==> config.mk <==
export PLATFORM = sky130hd
export DESIGN_NAME = imsic_intp_file
export DESIGN_NICKNAME = d
export VERILOG_FILES = /design/src/rtl/imsic_pkg.sv /design/src/rtl/fifo_v3.sv /design/src/rtl/imsic_intp_file.sv
export SDC_FILE = /design/constraint.sdc
export NUM_CORES = 1
export LEC_CHECK = 0
export ABC_AREA = 1
export BUFFER_PORTS_ARGS = -buffer_cell sky130_fd_sc_hd__buf_4
export CORE_UTILIZATION = 45
export CTS_CLUSTER_DIAMETER = 30
export DETAILED_ROUTE_END_ITERATION = 8
export PLACE_DENSITY_LB_ADDON = 0.3
export SLEW_MARGIN = 20
export SYNTH_ARGS = -nofsm -noshare
export SYNTH_HDL_FRONTEND = slang
export SYNTH_SLANG_ARGS = --single-unit
==> constraint.sdc <==
create_clock -name clk_i -period 4.59 [get_ports clk_i]
set_input_delay 0.918 -clock clk_i [delete_from_list [all_inputs] [get_ports clk_i]]
set_output_delay 0.918 -clock clk_i [all_outputs]
set_load 0.02 [all_outputs]
==> src/rtl/imsic_pkg.sv <==
// Shared definitions for the IMSIC interrupt-file slice: siselect map and MSI ingress entry.
package imsic_pkg;

  // siselect values of the indirectly accessed interrupt-file registers
  localparam logic [31:0] EIDELIVERY  = 32'h0000_0070;
  localparam logic [31:0] EITHRESHOLD = 32'h0000_0072;
  localparam logic [31:0] EIP_BASE    = 32'h0000_0080;
  localparam logic [31:0] EIE_BASE    = 32'h0000_00C0;

  // Wide enough for any realistic interrupt-file count; out-of-range files are dropped at drain
  localparam int unsigned MSI_FILE_W = 8;

  // One buffered MSI write: target file and the identity carried in the MSI data
  typedef struct packed {
    logic [MSI_FILE_W-1:0] file;
    logic [31:0]           id;
  } msi_entry_t;

endpackage

==> src/rtl/fifo_v3.sv <==
// Small synchronous FIFO with asynchronous active-low reset and synchronous flush.
module fifo_v3 #(
  parameter int unsigned DEPTH = 2,
  parameter type         dtype = logic
) (
  input  logic clk_i,
  input  logic rst_ni,
  input  logic flush_i,
  output logic full_o,
  output logic empty_o,
  input  dtype data_i,
  input  logic push_i,
  output dtype data_o,
  input  logic pop_i
);

  localparam int unsigned AW = (DEPTH > 1) ? $clog2(DEPTH) : 1;

  dtype          mem_r [DEPTH];
  logic [AW-1:0] rd_ptr_r;
  logic [AW-1:0] wr_ptr_r;
  logic [AW:0]   cnt_r;
  logic          push_ok_s;
  logic          pop_ok_s;

  assign full_o    = (cnt_r == (AW+1)'(DEPTH));
  assign empty_o   = (cnt_r == '0);
  assign push_ok_s = push_i & ~full_o;
  assign pop_ok_s  = pop_i & ~empty_o;
  assign data_o    = mem_r[rd_ptr_r];

  // Read/write pointers and occupancy count
  always_ff @(posedge clk_i or negedge rst_ni) begin
    if (!rst_ni) begin
      rd_ptr_r <= '0;
      wr_ptr_r <= '0;
      cnt_r    <= '0;
    end else if (flush_i) begin
      rd_ptr_r <= '0;
      wr_ptr_r <= '0;
      cnt_r    <= '0;
    end else begin
      if (push_ok_s) begin
        wr_ptr_r <= (wr_ptr_r == AW'(DEPTH - 1)) ? '0 : wr_ptr_r + AW'(1'b1);
      end
      if (pop_ok_s) begin
        rd_ptr_r <= (rd_ptr_r == AW'(DEPTH - 1)) ? '0 : rd_ptr_r + AW'(1'b1);
      end
      cnt_r <= cnt_r + (AW+1)'(push_ok_s) - (AW+1)'(pop_ok_s);
    end
  end

  // Entry storage, written at the tail on every accepted push
  always_ff @(posedge clk_i or negedge rst_ni) begin
    if (!rst_ni) begin
      for (int i = 0; i < int'(DEPTH); i++) begin
        mem_r[i] <= '0;
      end
    end else if (push_ok_s) begin
      mem_r[wr_ptr_r] <= data_i;
    end
  end

endmodule

==> src/rtl/imsic_intp_file.sv <==
// Per-hart IMSIC interrupt files (M, S, VS): CSR access, claim, MSI ingress, xtopei and irq lines.
module imsic_intp_file
  import imsic_pkg::*;
#(
  parameter  int unsigned NrSources      = 64,
  parameter  int unsigned NrSourcesW     = $clog2(NrSources),
  parameter  int unsigned NrVSIntpFiles  = 1,
  parameter  int unsigned NrVSIntpFilesW = $clog2(NrVSIntpFiles + 1),
  parameter  int unsigned XLEN           = 64,
  localparam int unsigned NrIntpFiles    = 2 + NrVSIntpFiles,
  localparam int unsigned FileW          = $clog2(NrIntpFiles)
) (
  input  logic                                    clk_i,
  input  logic                                    rst_ni,
  input  logic [1:0]                              imsic_priv_lvl_i,
  input  logic [NrVSIntpFilesW:0]                 imsic_vgein_i,
  input  logic [31:0]                             imsic_addr_i,
  input  logic [XLEN-1:0]                         imsic_data_i,
  input  logic                                    imsic_we_i,
  input  logic                                    imsic_claim_i,
  output logic [XLEN-1:0]                         imsic_data_o,
  output logic                                    imsic_exception_o,
  output logic [NrIntpFiles-1:0][NrSourcesW-1:0]  imsic_xtopei_o,
  output logic [NrIntpFiles-1:0]                  irq_o,
  input  logic                                    msi_valid_i,
  output logic                                    msi_ready_o,
  input  logic [FileW-1:0]                        msi_file_i,
  input  logic [31:0]                             msi_id_i
);

  localparam int unsigned NrWords = NrSources / XLEN;
  localparam logic [NrSources-1:0] OneHot = {{(NrSources-1){1'b0}}, 1'b1};

  // Architectural interrupt-file state
  logic [NrIntpFiles-1:0][NrSources-1:0]  eip_r, eip_d;
  logic [NrIntpFiles-1:0][NrSources-1:0]  eie_r, eie_d;
  logic [NrIntpFiles-1:0]                 del_r, del_d;
  logic [NrIntpFiles-1:0][NrSourcesW-1:0] thr_r, thr_d;

  // Access decode
  logic             priv_ok_s;
  logic [FileW-1:0] sel_file_s;
  logic             is_del_s, is_thr_s, is_eip_s, is_eie_s;
  logic [5:0]       word_k_s;
  logic             word_ok_s;
  logic             exc_s;
  logic [NrIntpFiles-1:0] csr_hit_s;
  logic [XLEN-1:0]  rdata_s;

  // Priority and ingress
  logic [NrIntpFiles-1:0][NrSourcesW-1:0] top_s;
  msi_entry_t msi_in_s, head_s;
  logic       fifo_full_s, fifo_empty_s;
  logic       stall_s, drain_s, head_ok_s;

  // Map privilege and vgein to a target file; guest files exist only for S-level accesses
  always_comb begin
    priv_ok_s  = 1'b0;
    sel_file_s = '0;
    case (imsic_priv_lvl_i)
      2'd3: begin
        priv_ok_s  = 1'b1;
        sel_file_s = '0;
      end
      2'd1: begin
        priv_ok_s  = (int'(imsic_vgein_i) <= int'(NrVSIntpFiles));
        sel_file_s = FileW'(imsic_vgein_i) + FileW'(1'b1);
      end
      default: begin
        priv_ok_s  = 1'b0;
        sel_file_s = '0;
      end
    endcase
  end

  assign is_del_s  = (imsic_addr_i == EIDELIVERY);
  assign is_thr_s  = (imsic_addr_i == EITHRESHOLD);
  assign is_eip_s  = (imsic_addr_i[31:6] == EIP_BASE[31:6]);
  assign is_eie_s  = (imsic_addr_i[31:6] == EIE_BASE[31:6]);
  assign word_k_s  = imsic_addr_i[5:0];
  // k counts 32-bit words; an XLEN-wide access must start on an XLEN boundary
  assign word_ok_s = (word_k_s[0] == 1'b0) && (int'(word_k_s) < int'(NrSources / 32));
  assign exc_s     = ~priv_ok_s | ~(is_del_s | is_thr_s | ((is_eip_s | is_eie_s) & word_ok_s));

  // One-hot of the file a legal access targets
  always_comb begin
    csr_hit_s = '0;
    for (int f = 0; f < int'(NrIntpFiles); f++) begin
      csr_hit_s[f] = ~exc_s & (sel_file_s == FileW'(f));
    end
  end

  // Combinational read mux from registered state; illegal accesses read zero
  always_comb begin
    rdata_s = '0;
    for (int f = 0; f < int'(NrIntpFiles); f++) begin
      for (int w = 0; w < int'(NrWords); w++) begin
        if (csr_hit_s[f] && (is_eip_s || is_eie_s) && word_k_s == 6'(w * XLEN / 32)) begin
          rdata_s = is_eip_s ? eip_r[f][w*XLEN +: XLEN] : eie_r[f][w*XLEN +: XLEN];
        end else begin
          rdata_s = rdata_s;
        end
      end
      if (csr_hit_s[f] && is_del_s) begin
        rdata_s = XLEN'(del_r[f]);
      end else if (csr_hit_s[f] && is_thr_s) begin
        rdata_s = XLEN'(thr_r[f]);
      end else begin
        rdata_s = rdata_s;
      end
    end
  end

  assign imsic_data_o      = rdata_s;
  assign imsic_exception_o = exc_s;

  // Lowest enabled-pending identity per file and the resulting level interrupt
  for (genvar gf = 0; gf < int'(NrIntpFiles); gf++) begin : g_file
    logic [NrSourcesW-1:0] enc_s;

    // Scan downward so the smallest hit is the one left standing
    always_comb begin
      enc_s = '0;
      for (int i = int'(NrSources) - 1; i >= 1; i--) begin
        enc_s = (eip_r[gf][i] & eie_r[gf][i]) ? NrSourcesW'(i) : enc_s;
      end
    end

    assign top_s[gf] = enc_s;
    assign irq_o[gf] = del_r[gf] & (enc_s != '0) &
                       ((thr_r[gf] == '0) | (enc_s < thr_r[gf]));
  end

  assign imsic_xtopei_o = top_s;

  // MSI ingress buffer; the drain yields to CSR writes of eip so the two never collide
  assign msi_in_s    = '{file: MSI_FILE_W'(msi_file_i), id: msi_id_i};
  assign msi_ready_o = ~fifo_full_s;
  assign stall_s     = imsic_we_i & ~exc_s & is_eip_s;
  assign drain_s     = ~fifo_empty_s & ~stall_s;
  assign head_ok_s   = (head_s.id != 32'd0) && (head_s.id < 32'(NrSources)) &&
                       (head_s.file < MSI_FILE_W'(NrIntpFiles));

  fifo_v3 #(
    .DEPTH (2),
    .dtype (msi_entry_t)
  ) i_msi_fifo (
    .clk_i   (clk_i),
    .rst_ni  (rst_ni),
    .flush_i (1'b0),
    .full_o  (fifo_full_s),
    .empty_o (fifo_empty_s),
    .data_i  (msi_in_s),
    .push_i  (msi_valid_i),
    .data_o  (head_s),
    .pop_i   (drain_s)
  );

  // Next state: CSR write, then claim clear, then MSI set so a new arrival always survives
  always_comb begin
    eip_d = eip_r;
    eie_d = eie_r;
    del_d = del_r;
    thr_d = thr_r;
    for (int f = 0; f < int'(NrIntpFiles); f++) begin
      del_d[f] = (csr_hit_s[f] && imsic_we_i && is_del_s) ? imsic_data_i[0] : del_r[f];
      thr_d[f] = (csr_hit_s[f] && imsic_we_i && is_thr_s) ? imsic_data_i[NrSourcesW-1:0] : thr_r[f];
      for (int w = 0; w < int'(NrWords); w++) begin
        eip_d[f][w*XLEN +: XLEN] =
          (csr_hit_s[f] && imsic_we_i && is_eip_s && word_k_s == 6'(w * XLEN / 32)) ?
          imsic_data_i : eip_r[f][w*XLEN +: XLEN];
        eie_d[f][w*XLEN +: XLEN] =
          (csr_hit_s[f] && imsic_we_i && is_eie_s && word_k_s == 6'(w * XLEN / 32)) ?
          imsic_data_i : eie_r[f][w*XLEN +: XLEN];
      end
      eip_d[f] = eip_d[f] &
                 ~((csr_hit_s[f] && imsic_claim_i && top_s[f] != '0) ? (OneHot << top_s[f]) : '0);
      eip_d[f] = eip_d[f] |
                 ((drain_s && head_ok_s && head_s.file == MSI_FILE_W'(f)) ?
                  (OneHot << head_s.id[NrSourcesW-1:0]) : '0);
      eip_d[f][0] = 1'b0;
      eie_d[f][0] = 1'b0;
    end
  end

  // Interrupt-file state registers
  always_ff @(posedge clk_i or negedge rst_ni) begin
    if (!rst_ni) begin
      eip_r <= '0;
      eie_r <= '0;
      del_r <= '0;
      thr_r <= '0;
    end else begin
      eip_r <= eip_d;
      eie_r <= eie_d;
      del_r <= del_d;
      thr_r <= thr_d;
    end
  end

endmodule

### After elaboration in Yosys (flattened, before gate mapping)

Cells that the tools add are included.

| cells by class | value |
|---|---|
| $add $sub $neg | 5 |
| magnitude comparators | 10 |
| eq/ne operators | 11 |
| shift-type cells | 4 |
| multiplexer cells | 220 |
| bitwise operators | 229 |
| reductions and logical operators | 59 |

Operator list:

| cell | number |
|---|---|
| 64-bit 2-to-1 mux | 21 |
| 6-bit 2-to-1 mux | 189 |
| 1-bit by 6-bit << shifter with 64-bit output, first input constant | 4 |
| 1-bit AND | 204 |
| 64-bit AND | 3 |
| 64-bit NOT | 3 |
| 64-bit bitwise OR | 3 |
| 40-bit 2-to-1 mux | 4 |
| 80-bit bitwise mux | 1 |
| 32-bit by 7-bit == test with 1-bit output, second input constant | 2 |
| 26-bit by 2-bit == test with 1-bit output, second input constant | 2 |
| 1-bit logical AND | 47 |
| 40-bit demux with 1-bit select | 1 |
| 32-bit by 7-bit < comparator with 1-bit output, second input constant | 1 |
| 32-bit nonzero test | 1 |
| 6-bit logical NOT | 4 |
| 6-bit < comparator | 3 |
| 6-bit nonzero test | 3 |
| 8-bit by 1-bit == test with 1-bit output, second input constant | 1 |
| 8-bit by 2-bit == test with 1-bit output, second input constant | 1 |
| 8-bit logical NOT | 1 |
| 8-bit by 2-bit < comparator with 1-bit output, second input constant | 1 |
| 1-bit NOT | 7 |
| 1-bit bitwise OR | 7 |
| other kinds (16) | 24 |

| word-level totals | value |
|---|---|
| bits in registers | 483 |
| output and inout port bits | 87 |
| word-level logic and storage cells | 557 |

### Longest topological paths before layout

| depth | value |
|---|---|
| depth after elaboration | 70 |
| depth in mapped cells | 70 |

### Modules after synthesis

From an unflattened synthesis, not the netlist that was laid out.

| second synthesis, totals | value |
|---|---|
| cells, all modules | 4403 |
| area total of the unflattened synthesis | 29602.1 µm² |

By module, submodules not included:

| module | times used | cells each | area an instance (µm²) | sequential area each (µm²) |
|---|---|---|---|---|
| imsic_intp_file | 1 | 3883 | 25585.8 | 9984.6 |
| fifo_v3 | 1 | 520 | 4016.4 | 2102.0 |

### Worst setup path before layout

No wires, ideal clock.

| path | value |
|---|---|
| path kind | in2out |
| start | input imsic_addr_i[23] |
| end | output imsic_data_o[61] |
| arrival | 3880 ps |
| required time | 3672 ps |
| slack | -208 ps |
| cell stages on the path | 17 |
| buffers on the path | 2 |
| cell sequence | nor4_1 > nand3_1 > nor3_1 > nand4_1 > inv_1 > nand2_1 > inv_1 > nand3_1 > nand3_1 > nand2_1 > inv_1 > nand2_1 > nor2_1 > inv_1 > clkbuf_1 > clkbuf_1 > o311ai_0 |

| between the ends | value |
|---|---|
| cells in the longest elaborated chain, start to end | 19 |
| elaborated cells on any way between the ends | 39 |
| those cells by class | eq/ne: 4; mux: 12; bitwise: 10; reduce/logical: 13 |

Ends and longest elaborated chain:

| element | line | text |
|---|---|---|
| start, declared | imsic_intp_file.sv:17 | `input logic [31:0] imsic_addr_i,` |
| 26-bit by 2-bit == test with 1-bit output (on tied branches) | imsic_intp_file.sv:78, imsic_intp_file.sv:79 |  |
| 1-bit bitwise OR | imsic_intp_file.sv:83 | `assign exc_s = ~priv_ok_s \| ~(is_del_s \| is_thr_s \| ((is_eip_s \| is_eie_s) & word_ok_s));` |
| 1-bit AND | imsic_intp_file.sv:83 |  |
| 1-bit bitwise OR (*) | imsic_intp_file.sv:83 |  |
| 1-bit NOT (*) | imsic_intp_file.sv:83 |  |
| 1-bit bitwise OR (*) | imsic_intp_file.sv:83 |  |
| via imsic_exception_o | imsic_intp_file.sv:22 | `output logic imsic_exception_o,` |
| 1-bit NOT (*) | imsic_intp_file.sv:89 | `csr_hit_s[f] = ~exc_s & (sel_file_s == FileW'(f));` |
| (+4 left out) | - |  |
| 64-bit 2-to-1 mux | imsic_intp_file.sv:106 | `end else if (csr_hit_s[f] && is_thr_s) begin` |
| 64-bit 2-to-1 mux | imsic_intp_file.sv:104 | `if (csr_hit_s[f] && is_del_s) begin` |
| 64-bit 2-to-1 mux | imsic_intp_file.sv:98 | `if (csr_hit_s[f] && (is_eip_s \|\| is_eie_s) && word_k_s == 6'(w * XLEN / 32)) begin` |
| 64-bit 2-to-1 mux | imsic_intp_file.sv:106 |  |
| 64-bit 2-to-1 mux | imsic_intp_file.sv:104 |  |
| 64-bit 2-to-1 mux | imsic_intp_file.sv:98 |  |
| 64-bit 2-to-1 mux | imsic_intp_file.sv:106 |  |
| 64-bit 2-to-1 mux (*) | imsic_intp_file.sv:104 |  |
| end, declared | imsic_intp_file.sv:21 | `output logic [XLEN-1:0] imsic_data_o,` |

The timed path passes the listed nets; every way through them passes the cells marked *.

### Worst setup path in the final report

| path | value |
|---|---|
| start | register eip_r[63] (netlist name) |
| end | output irq_o[0] |

| between the ends | value |
|---|---|
| cells in the longest elaborated chain, start to end | 67 |
| elaborated cells on any way between the ends | 69 |
| those cells by class | order compare: 1; mux: 63; bitwise: 4; reduce/logical: 1 |

Ends and longest elaborated chain:

| element | line | text |
|---|---|---|
| start, declared | imsic_intp_file.sv:35 | `logic [NrIntpFiles-1:0][NrSources-1:0] eip_r, eip_d;` |
| start signal, assigned | imsic_intp_file.sv:194 | `eip_r <= eip_d;` |
| 1-bit AND (*) | imsic_intp_file.sv:125 | `enc_s = (eip_r[gf][i] & eie_r[gf][i]) ? NrSourcesW'(i) : enc_s;` |
| 6-bit 2-to-1 mux (*) (63 in a row) | imsic_intp_file.sv:125 |  |
| 6-bit < comparator / 6-bit nonzero test (equally long branches) | imsic_intp_file.sv:131, imsic_intp_file.sv:130 |  |
| 1-bit bitwise OR / 1-bit AND (equally long branches) | imsic_intp_file.sv:131, imsic_intp_file.sv:130 |  |
| 1-bit AND (*) | imsic_intp_file.sv:130 | `assign irq_o[gf] = del_r[gf] & (enc_s != '0) &` |
| end, declared | imsic_intp_file.sv:24 | `output logic [NrIntpFiles-1:0] irq_o,` |

Every way passes the cells marked *; elsewhere a longest branch is shown, timed or not.

==> results.tsv <==
metric	value	unit
Root Driver	clkbuf_16	
Placement Cell Area	34600	µm²
Final min period	6.40	ns
switching fraction of total power	0.281	
Routed Antenna Nets	0	
Internal	10900	µW
Final nets	5055	
PwrDens	366	nW/µm²
vias in the first global route	31300	
clock skew	0.0547	ns
die width	254	µm
r2r setup slk	-1.19	ns
critical path capture point type	output pin	
Sw Pwr	4280	µW
failing checks	negative setup slack	
HPWL Detailed	101000	µm
Max Slew Vio Count	0	
pin count of the biggest net entering global routing	127	
Vias	33300	
Core Footprint	63000	µm²
Compound-Gate Fraction of Synth Area	0.181	
Clock Latency Late Sink	0.69	ns
FP Rows	92	
die height	254	µm
mapped cell area	28600	µm²
TritonCTS buffer count	115	
CTS tree	done	
Leak	0.0206	µW
status	complete, but fails checks	
fmax	156	MHz
Worst Path Arrival	5.48	ns
Startpoint Class	flop	
initial antenna violation count	4	
largest family of logic cells by synthesized area	simple AND/OR/NAND/NOR gates	
Area Overhead vs Synth	45.3	%
initial core utilization	0.454	
mux share of post-synthesis cell area	0.00210	
Hold Vio Cnt, Final	0	
htree depth	3	
Slew headroom	0.217	
Overflow after GRT	0	
DR vias/cell	5.69	
wire per inst	23.2	µm
fill count	5424	
Hold Buf Count CTS	0	
PortBufs	225	
xor/xnor share of the synthesized area	0.000919	
CTS sink cnt	471	
top-level port count	226	
worst reg2reg startpoint	eip_r[62]	
FFs w/ async S/R, synth	1.00	
Post-synth EDFFs	0	
syn avg cell area	6.75	µm²
clock power share	0.580	
Synth Net Count	4390	
yosys warns	0	
most used cell, CP	nand2_1	
max-cap violation count	0	
slowest CP cell	dfrtp_1	
Reg clk slew, reported paths	0.05	ns
die area	64500	µm²
Slew @ Worst Pin	1.17	ns
combinational share of power	0.114	
Iteration-0 DRC Markers	4156	
DR pass1 iterations	7	
DRC	0	
Bufs on Longest Clock Path	3	
WL final	136000	µm
RSZ-0062 raised after global routing	yes	
Global Route Usage Sum	0.416	
first-pass GRT wire length	199000	µm
share of cells above drive strength 1	0.274	
Synth Flop Type	dfrtp_1	
register area share after synthesis	0.412	
Post-Synth Simple-Gate Area	0.331	
Critical Setup Path Class	reg -> out	
final worst setup slack	-1.81	ns
Max stage delay on crit path	0.39	ns
total power	15200	µW
post-synthesis cell type count	42	
Worst Hold Class	in -> async	
Worst Path Required	3.67	ns
Yosys reg bits	471	
Crit Path Max Fanout	3	
gpl congestion	1.06	
Sequential Power Share	0.306	
Setup violations, final	261	
post-route design area	41500	µm²
Tcrit/Tclk final	1.39	
R2R depth	76	
Worst VDD drop	0.475	mV
synthesized instance count	4233	
post-synthesis adder-cell area fraction	0.00788	
Reg-to-Reg End	eip_r[17]	
[kinds of logic (layout without fill, tap and decap cells)]
logic type               Yosys count  after routing
AND/OR/NAND/NOR                 2359           2360
AO/OA/AOI/OAI                    892            892
buffers and inverters            484           1248
flip-flops                       471            471
adder cells (fa/ha/maj)           18             18
multiplexers                       6              6
XOR/XNOR                           3              3
other                              0              1
[cell usage after synthesis (2+ instances only)]
library cell  count  share of area
or2_2            66          0.014
mux2i_1           6         0.0021
a31oi_1          29         0.0063
nand4_4           3         0.0022
nand2_4           3         0.0012
nand2_2           5         0.0011
ha_1             18         0.0079
nor2_1          403          0.053
o311ai_0         58          0.018
o31ai_1           2        0.00053
nand4_1          52          0.011
nor2_4            2        0.00079
o211ai_1          5         0.0013
xnor2_1           2        0.00061
buf_1            11         0.0014
o2111ai_1        60          0.018
nor4_1           20         0.0044
a21oi_1          58          0.010
a211oi_1          3        0.00079
o21ai_1          33         0.0058
nand2_1        1687           0.22
o21bai_1         44          0.012
o221ai_1          7         0.0021
clkbuf_1        196          0.026
o21bai_4          2         0.0013
nor2_2            7         0.0015
inv_2             3        0.00039
a221oi_1          7         0.0021
o21ai_0         580           0.10
buf_6             3         0.0012
inv_1           264          0.035
dfrtp_1         471           0.41
nand3_1          90          0.016
clkinv_1          6        0.00079
nor3_1           20         0.0035
[cell usage in the layout, fill, tap and decap left out, drive strengths merged, types with 2 or more instances in the layout]
master and count:
bufinv 19, a221oi 7, nor2 413, o311ai 58, clkinv 33, mux2i 6, a211oi 3, nor4 20
buf 758, clkinvlp 14, clkbuf 140, ha 18, nand2 1695, a31oi 29, xnor2 2, o2111ai 60
or2 66, o21bai 47, o211ai 5, dfrtp 471, a21oi 58, nand3 90, nand4 55, o221ai 7
nor3 20, inv 284, o21ai 613, o31ai 2
[how the worst max path moves through the flow]
stage	from	end	slack [ns]	depth (start not counted)
5_1_grt	eie_r[191]	irq_o[2]	-2.39	70
3_5_place_dp	eie_r[127]	irq_o[1]	-1.03	70
6_report	eip_r[63]	irq_o[0]	-1.81	70
3_3_place_gp	eip_r[127]	irq_o[1]	-1.08	70
4_1_cts	eie_r[191]	irq_o[2]	-1.70	70
2_1_floorplan	imsic_addr_i[23]	imsic_data_o[31]	-0.17	17
[worst max-delay path, delay by kind of cell (launching register included)]
family / cells / cell delay (ns)
buffers and inverters: 2 / 0.19
AOI/OAI and AO/OA: 1 / 0.13
DFF: 1 / 0.39
and+or+nand+nor: 67 / 4.08
[registers in the layout, indices dropped and copies added (netlist names)]
| signal | cells |
|---|---|
| eie_r | 189 |
| eip_r | 189 |
| i_msi_fifo.mem_r | 68 |
| thr_r | 18 |
| del_r | 3 |
| i_msi_fifo.cnt_r | 2 |
| i_msi_fifo.rd_ptr_r | 1 |
| i_msi_fifo.wr_ptr_r | 1 |
[power by group through the flow]
stage | clock network (µW) | logic, µW | registers [µW]
3_5_place_dp | 0 | 1680 | 4700
4_1_cts | 8820 | 1700 | 4650
3_3_place_gp | 0 | 1670 | 4690
2_1_floorplan | 0 | 958 | 4650
6_report | 8810 | 1740 | 4650
5_1_grt | 9040 | 1890 | 4680
[through the flow]
stage | hold slack (ns) | setup TNS [ns] | cells | worst slack, ns | utilization
after floorplan | 0.446 | -5.41 | 4233 | -0.173 | -
after global placement | 0.459 | -109.35 | 5564 | -1.08 | 0.549
after detailed placement | 0.467 | -104.87 | 5564 | -1.03 | 0.549
after CTS | 0.330 | -123.72 | 5815 | -1.70 | 0.637
after global routing | 0.364 | -302.53 | 5844 | -2.39 | 0.660
final | 0.305 | -177.38 | 5845 | -1.81 | 0.660
[repair_timing]
item,4_1_cts,5_1_grt
endpoints found under the setup margin,260,265
resized for setup,278,354
pin swaps,78,148
setup buffers,37,44
cloned,1,0
endpoints found under the hold margin,0,0
[per-layer routing]
layer	routed length, µm	share of wire	global-route usage	up-vias
li1	-	-	-	15300
met1	54000	0.40	0.543	15700
met2	62200	0.46	0.668	1901
met3	12300	0.091	0.0695	372
met4	7370	0.054	0.202	2
met5	13	0.000096	0	-
[cell type report]
type,instances,area (µm²),area share
multi-input combinational,3279,16700,0.403
sequential,471,11800,0.284
timing repair buffer,758,6690,0.161
clock buffer,140,3150,0.0759
clock inverter,77,1070,0.0258
tap,846,1060,0.0255
inverter,273,1040,0.0250
antenna,1,2.50,0.0000603
No activity file was read; power rests on OpenSTA's default activity.
